### src/rtl/ex_mem_pipe_reg.sv
// -----------------------------------------------------------------------------
// ex_mem_pipe_reg
//
// Purpose
//   EX->MEM pipeline register built from DEPTH back-to-back stages. Each stage
//   holds one instruction bundle: valid bit, writeback/memory controls,
//   destination register index, ALU result (effective address) and store data.
//   DEPTH > 1 adds retiming stages in front of a slow data-memory path.
//   Supports stall (all stages hold) and flush (stage 0 captures a bubble).
//
// Configuration
//   EX_MEM_FWD_EN  when defined, adds a forwarding-match unit and its ports
//                  (QueryRs, FwdHit, FwdData). When undefined, those ports and
//                  that logic are absent; the pipeline itself is identical.
//
// Parameters
//   DATA_W  width of the ALU result and store data paths
//   REG_W   width of the destination register index
//   DEPTH   number of register stages, 1..4
//
// Ports
//   Clock            in   rising-edge clock
//   Reset_n          in   synchronous reset, active low (overrides Stall/Flush)
//   Stall            in   1 = every stage holds (has priority over Flush)
//   Flush            in   1 = stage 0 captures a bubble instead of the inputs
//   ValidIn          in   input bundle carries a real instruction
//   RegWriteIn       in   writeback enable
//   MemToRegIn       in   writeback source select (1 = memory)
//   MemWriteIn       in   store size code (00 = none)
//   MemReadIn        in   load size code (00 = none)
//   WriteRegisterIn  in   destination register index
//   ALUResultIn      in   ALU result / effective address
//   ReadData2In      in   store data
//   *Out             out  bundle of the final stage (DEPTH-1), flop outputs
//   QueryRs          in   {Rs2,Rs1} of the instruction in EX      (FWD only)
//   FwdHit           out  per-query forwarding hit               (FWD only)
//   FwdData          out  {FwdData1,FwdData0} forwarded results  (FWD only)
// -----------------------------------------------------------------------------
module ex_mem_pipe_reg #(
    parameter int DATA_W = 32,
    parameter int REG_W  = 5,
    parameter int DEPTH  = 1
) (
    input  logic                Clock,
    input  logic                Reset_n,
    input  logic                Stall,
    input  logic                Flush,
    input  logic                ValidIn,
    input  logic                RegWriteIn,
    input  logic                MemToRegIn,
    input  logic [1:0]          MemWriteIn,
    input  logic [1:0]          MemReadIn,
    input  logic [REG_W-1:0]    WriteRegisterIn,
    input  logic [DATA_W-1:0]   ALUResultIn,
    input  logic [DATA_W-1:0]   ReadData2In,
    output logic                ValidOut,
    output logic                RegWriteOut,
    output logic                MemToRegOut,
    output logic [1:0]          MemWriteOut,
    output logic [1:0]          MemReadOut,
    output logic [REG_W-1:0]    WriteRegisterOut,
    output logic [DATA_W-1:0]   ALUResultOut,
    output logic [DATA_W-1:0]   ReadData2Out
`ifdef EX_MEM_FWD_EN
    ,
    input  logic [2*REG_W-1:0]  QueryRs,
    output logic [1:0]          FwdHit,
    output logic [2*DATA_W-1:0] FwdData
`endif
);

    // Reject unsupported depths at elaboration time.
    generate
        if (DEPTH < 1 || DEPTH > 4) begin : g_bad_depth
            $error("ex_mem_pipe_reg: DEPTH must be in 1..4");
        end
    endgenerate

    typedef struct packed {
        logic              valid;
        logic              reg_write;
        logic              mem_to_reg;
        logic [1:0]        mem_write;
        logic [1:0]        mem_read;
        logic [REG_W-1:0]  wr_reg;
        logic [DATA_W-1:0] alu;
        logic [DATA_W-1:0] rd2;
    } stage_t;

    stage_t stage_q [DEPTH];
    stage_t stage_d [DEPTH];
    stage_t in_bundle;

    // A flushed slot and an invalid input are the same bubble: every field
    // is forced to zero, which is what makes the output controls qualified.
    always_comb begin
        in_bundle = '0;
        if (!Flush && ValidIn) begin
            in_bundle.valid      = 1'b1;
            in_bundle.reg_write  = RegWriteIn;
            in_bundle.mem_to_reg = MemToRegIn;
            in_bundle.mem_write  = MemWriteIn;
            in_bundle.mem_read   = MemReadIn;
            in_bundle.wr_reg     = WriteRegisterIn;
            in_bundle.alu        = ALUResultIn;
            in_bundle.rd2        = ReadData2In;
        end
    end

    // Next-state: Stall freezes the whole chain (a coincident Flush is
    // dropped; the hazard unit re-asserts it). Otherwise the chain shifts.
    always_comb begin
        stage_d[0] = Stall ? stage_q[0] : in_bundle;
        for (int i = 1; i < DEPTH; i++) begin
            stage_d[i] = Stall ? stage_q[i] : stage_q[i-1];
        end
    end

    // ---- stage registers: reset clears data too so outputs read all-zero ----
    always_ff @(posedge Clock) begin
        if (!Reset_n) begin
            for (int i = 0; i < DEPTH; i++) begin
                stage_q[i] <= '0;
            end
        end else begin
            for (int i = 0; i < DEPTH; i++) begin
                stage_q[i] <= stage_d[i];
            end
        end
    end

    // ---- outputs: straight from the final stage flops ----
    assign ValidOut         = stage_q[DEPTH-1].valid;
    assign RegWriteOut      = stage_q[DEPTH-1].reg_write;
    assign MemToRegOut      = stage_q[DEPTH-1].mem_to_reg;
    assign MemWriteOut      = stage_q[DEPTH-1].mem_write;
    assign MemReadOut       = stage_q[DEPTH-1].mem_read;
    assign WriteRegisterOut = stage_q[DEPTH-1].wr_reg;
    assign ALUResultOut     = stage_q[DEPTH-1].alu;
    assign ReadData2Out     = stage_q[DEPTH-1].rd2;

`ifdef EX_MEM_FWD_EN
    // Forwarding match: scan youngest (stage 0) to oldest. The first stage
    // that writes the queried register decides the outcome; if that stage is
    // a load, its data is not ready yet, so older ALU matches are suppressed
    // and no hit is reported (the hazard unit stalls instead).
    logic [REG_W-1:0] rs_sel;
    logic             found;

    always_comb begin
        FwdHit  = '0;
        FwdData = '0;
        rs_sel  = '0;
        found   = 1'b0;
        for (int j = 0; j < 2; j++) begin
            rs_sel = QueryRs[j*REG_W +: REG_W];
            found  = 1'b0;
            for (int i = 0; i < DEPTH; i++) begin
                if (!found && stage_q[i].valid && stage_q[i].reg_write &&
                    (stage_q[i].wr_reg != '0) && (stage_q[i].wr_reg == rs_sel)) begin
                    found = 1'b1;
                    if (!stage_q[i].mem_to_reg) begin
                        FwdHit[j]                   = 1'b1;
                        FwdData[j*DATA_W +: DATA_W] = stage_q[i].alu;
                    end
                end
            end
        end
    end
`endif

endmodule
### config.mk
export PLATFORM = sky130hd
export DESIGN_NAME = ex_mem_pipe_reg
export DESIGN_NICKNAME = d
export VERILOG_FILES = /design/src/rtl/ex_mem_pipe_reg.sv
export SDC_FILE = /design/constraint.sdc
export NUM_CORES = 1
export LEC_CHECK = 0
export ABC_AREA = 1
export CELL_PAD_IN_SITES_DETAIL_PLACEMENT = 1
export CELL_PAD_IN_SITES_GLOBAL_PLACEMENT = 2
export CORE_MARGIN = 2
export CORE_UTILIZATION = 23
export CTS_CLUSTER_SIZE = 10
export DETAILED_ROUTE_END_ITERATION = 8
export PLACE_DENSITY_LB_ADDON = 0.1
export SYNTH_ARGS = -nofsm -noshare
export SYNTH_HDL_FRONTEND = slang
export SYNTH_SLANG_ARGS = --single-unit
### constraint.sdc
create_clock -name Clock -period 2.6 [get_ports Clock]
set_input_delay 0.52 -clock Clock [delete_from_list [all_inputs] [get_ports Clock]]
set_output_delay 0.52 -clock Clock [all_outputs]
set_load 0.1 [all_outputs]
==> flow_metrics.env <==
export IMPL_critPathBufInv=1
export IMPL_track_usage=0.155
export IMPL_clock_sinks=76
export IMPL_criticalPathCategory="register to primary output"
export IMPL_setup_tns_ns=0
export IMPL_globalplace_congestion=0.658
export IMPL_p_per_area_nw_per_um2=616
export IMPL_root_buffer="clkbuf_16"
export IMPL_largest_reg_flops=76
export IMPL_setup_violations=0
export IMPL_die_area_um2=13900
export IMPL_grt_ovfl_total=0
export IMPL_synth_largest_area_cell="dfxtp_1"
export IMPL_dp_cells=640
export IMPL_drt_vias_per_instance=4.70
export IMPL_synthTopCellsByCount="76 x a21oi_1, 76 x dfxtp_1, 76 x nand2_1"
export IMPL_cts_hold_buf=0
export IMPL_synth_warning_count=0
export IMPL_worstMarginPinSlew_ns=0.826
export IMPL_htree_num_levels=3
export IMPL_drive_above_1_share=0.221
export IMPL_finish_utilization=0.365
export IMPL_io_pins=156
export IMPL_routed_wl_um=10600
export IMPL_critPathCaptureType="primary output"
export IMPL_status="complete, no violations"
export IMPL_syn_inst=348
export IMPL_die_w_um=118
export IMPL_drcViolationCount=0
export IMPL_ys_ff_latch=76
export IMPL_grt_pass1_vias=3112
export IMPL_yosysTopAreaCellShare=0.509
export IMPL_regMostFlops="stage_q"
export IMPL_wl_per_cell_um=16.3
export IMPL_rows=41
export IMPL_synth_async_reset_ratio=0
export IMPL_fin_ws_ns=1.09
export IMPL_cts_buffers=9
export IMPL_clock_latency_ns=0.33
export IMPL_area_delta_synth_final_pct=54.8
export IMPL_critPathMaxFanout=2
export IMPL_reg2reg_slack_ns=1.94
export IMPL_core_um2=12700
export IMPL_p_leak_nw=1.73
export IMPL_hp_class="register to register"
export IMPL_nNetsFinal=559
export IMPL_critPathTopFamily="flip-flops"
export IMPL_io_buffers=155
export IMPL_clock_skew_ns=0
export IMPL_start_kind="register"
export IMPL_num_vias=3062
export IMPL_crit_slowest_cell="dfxtp_1"
export IMPL_total_power_mw=2.85
export IMPL_synth_edff_count=0
export IMPL_fillers=1507
export IMPL_maxCapViolCount=0
export IMPL_post_dp_cell_area_um2=4380
export IMPL_fin_cells=652
export IMPL_postCtsSetupBuffers=0
export IMPL_min_period_ns=1.51
export IMPL_cts_tree="done"
export IMPL_dr_pass1_iters=4
export IMPL_ir_drop_v=0.000244
export IMPL_finalCritPeriodShare=0.579
export IMPL_dp_hpwl_um=6240
export IMPL_synthesis_area_um2=2990
export IMPL_cts_resized=0
export IMPL_holdWs_ns=0.462
export IMPL_ys_flop_type="dfxtp_1"
export IMPL_fp_dieH_um=118
export IMPL_reg_top3="stage_q (76)"
export IMPL_grt_max_degree=77
export IMPL_place_ws_ns=0.842
export IMPL_hold_viol=0
export IMPL_drtIter0Drc=134
export IMPL_synthTopCellsByArea="dfxtp_1 51%, nand4_1 14%, a21oi_1 13%"
export IMPL_final_area_um2=4630
export IMPL_arrival_ns=0.99
export IMPL_fmax_mhz=664
export IMPL_grt_pass1_wl_um=17000
export IMPL_maxSlewHeadroom=0.449
export IMPL_seq_area_frac_synth=0.509
export IMPL_crit_chain="buf_4"
export IMPL_crit_required_ns=2.08
export IMPL_initial_core_util=0.236
export IMPL_finalMaxSlewViolations=0
export IMPL_antenna_cells=0
export IMPL_synth_nets=428
export IMPL_cpPeakStageDelay_ns=0.35
export IMPL_clkTransAtPathRegs_ns=0.06
export IMPL_rsz0062_at_grt="no"
export IMPL_avgSynthCellArea_um2=8.59
export IMPL_grt_antenna_before_repair=0
export IMPL_ant_nets=0
export IMPL_clockBufferDepth=2
export IMPL_synth_distinct_cells=16
## final timing paths
path	endpoint	startpoint	depth (start not counted)
setup / recovery	ALUResultOut[8]	stage_q[0][40]	1
hold reg to reg	stage_q[0][7]	stage_q[0][7]	2
hold / removal	stage_q[0][7]	stage_q[0][7]	2
setup reg to reg	stage_q[0][34]	stage_q[0][34]	2
## cell families (layout without fill, tap and decap cells)
kind of cell / after synthesis / count (layout) / synth area share
and+or+nand+nor: 152 / 152 / 0.273
AOI/OAI and AO/OA: 76 / 76 / 0.127
DFF: 76 / 76 / 0.509
buffers and inverters: 44 / 176 / 0.0904
## metal layers
| metal | global-route usage | wire length [µm] | vias up |
|---|---|---|---|
| met4 | 0.0655 | 184 | 0 |
| met5 | 0 | 0 | - |
| met2 | 0.249 | 4870 | 96 |
| met1 | 0.184 | 4750 | 1460 |
| li1 | - | - | 1494 |
| met3 | 0.0591 | 835 | 12 |
## cells in the final DEF, fill, tap and decap left out, types with 2 or more instances in the layout
cell type        netlist  routed
a21oi_1               76      76
buf_12                 1       3
buf_2                 22       2
buf_4                  3      79
clkbuf_1               6       2
clkbuf_16              0       9
clkdlybuf4s50_1        0      77
dfxtp_1               76      76
inv_2                  1       2
nand2_1               76      76
nand4_1               66      66
nand4_2                9       9
## worst min-delay path, stage by stage (launching register included)
cell and delay, ns:
dfxtp_1 0.31, nand2_1 0.06, a21oi_1 0.05
## report_power, final
group | internal [mW] | switching, mW | leakage, nW | total, mW
combinational | 0.175 | 0.361 | 0.995 | 0.536
sequential | 1.19 | 0.0152 | 0.616 | 1.21
clock | 0.651 | 0.451 | 0.120 | 1.10
## cell type report
class                   count  area [µm²]  share of cell area
flip-flops and latches     76        1520               0.329
repair buffers            161        1430               0.310
multi-input cells         228        1200               0.259
clock buffers              12         246              0.0533
well taps                 172         215              0.0465
inverters                   3        12.5             0.00270
Power figures use the tool's default switching activity.
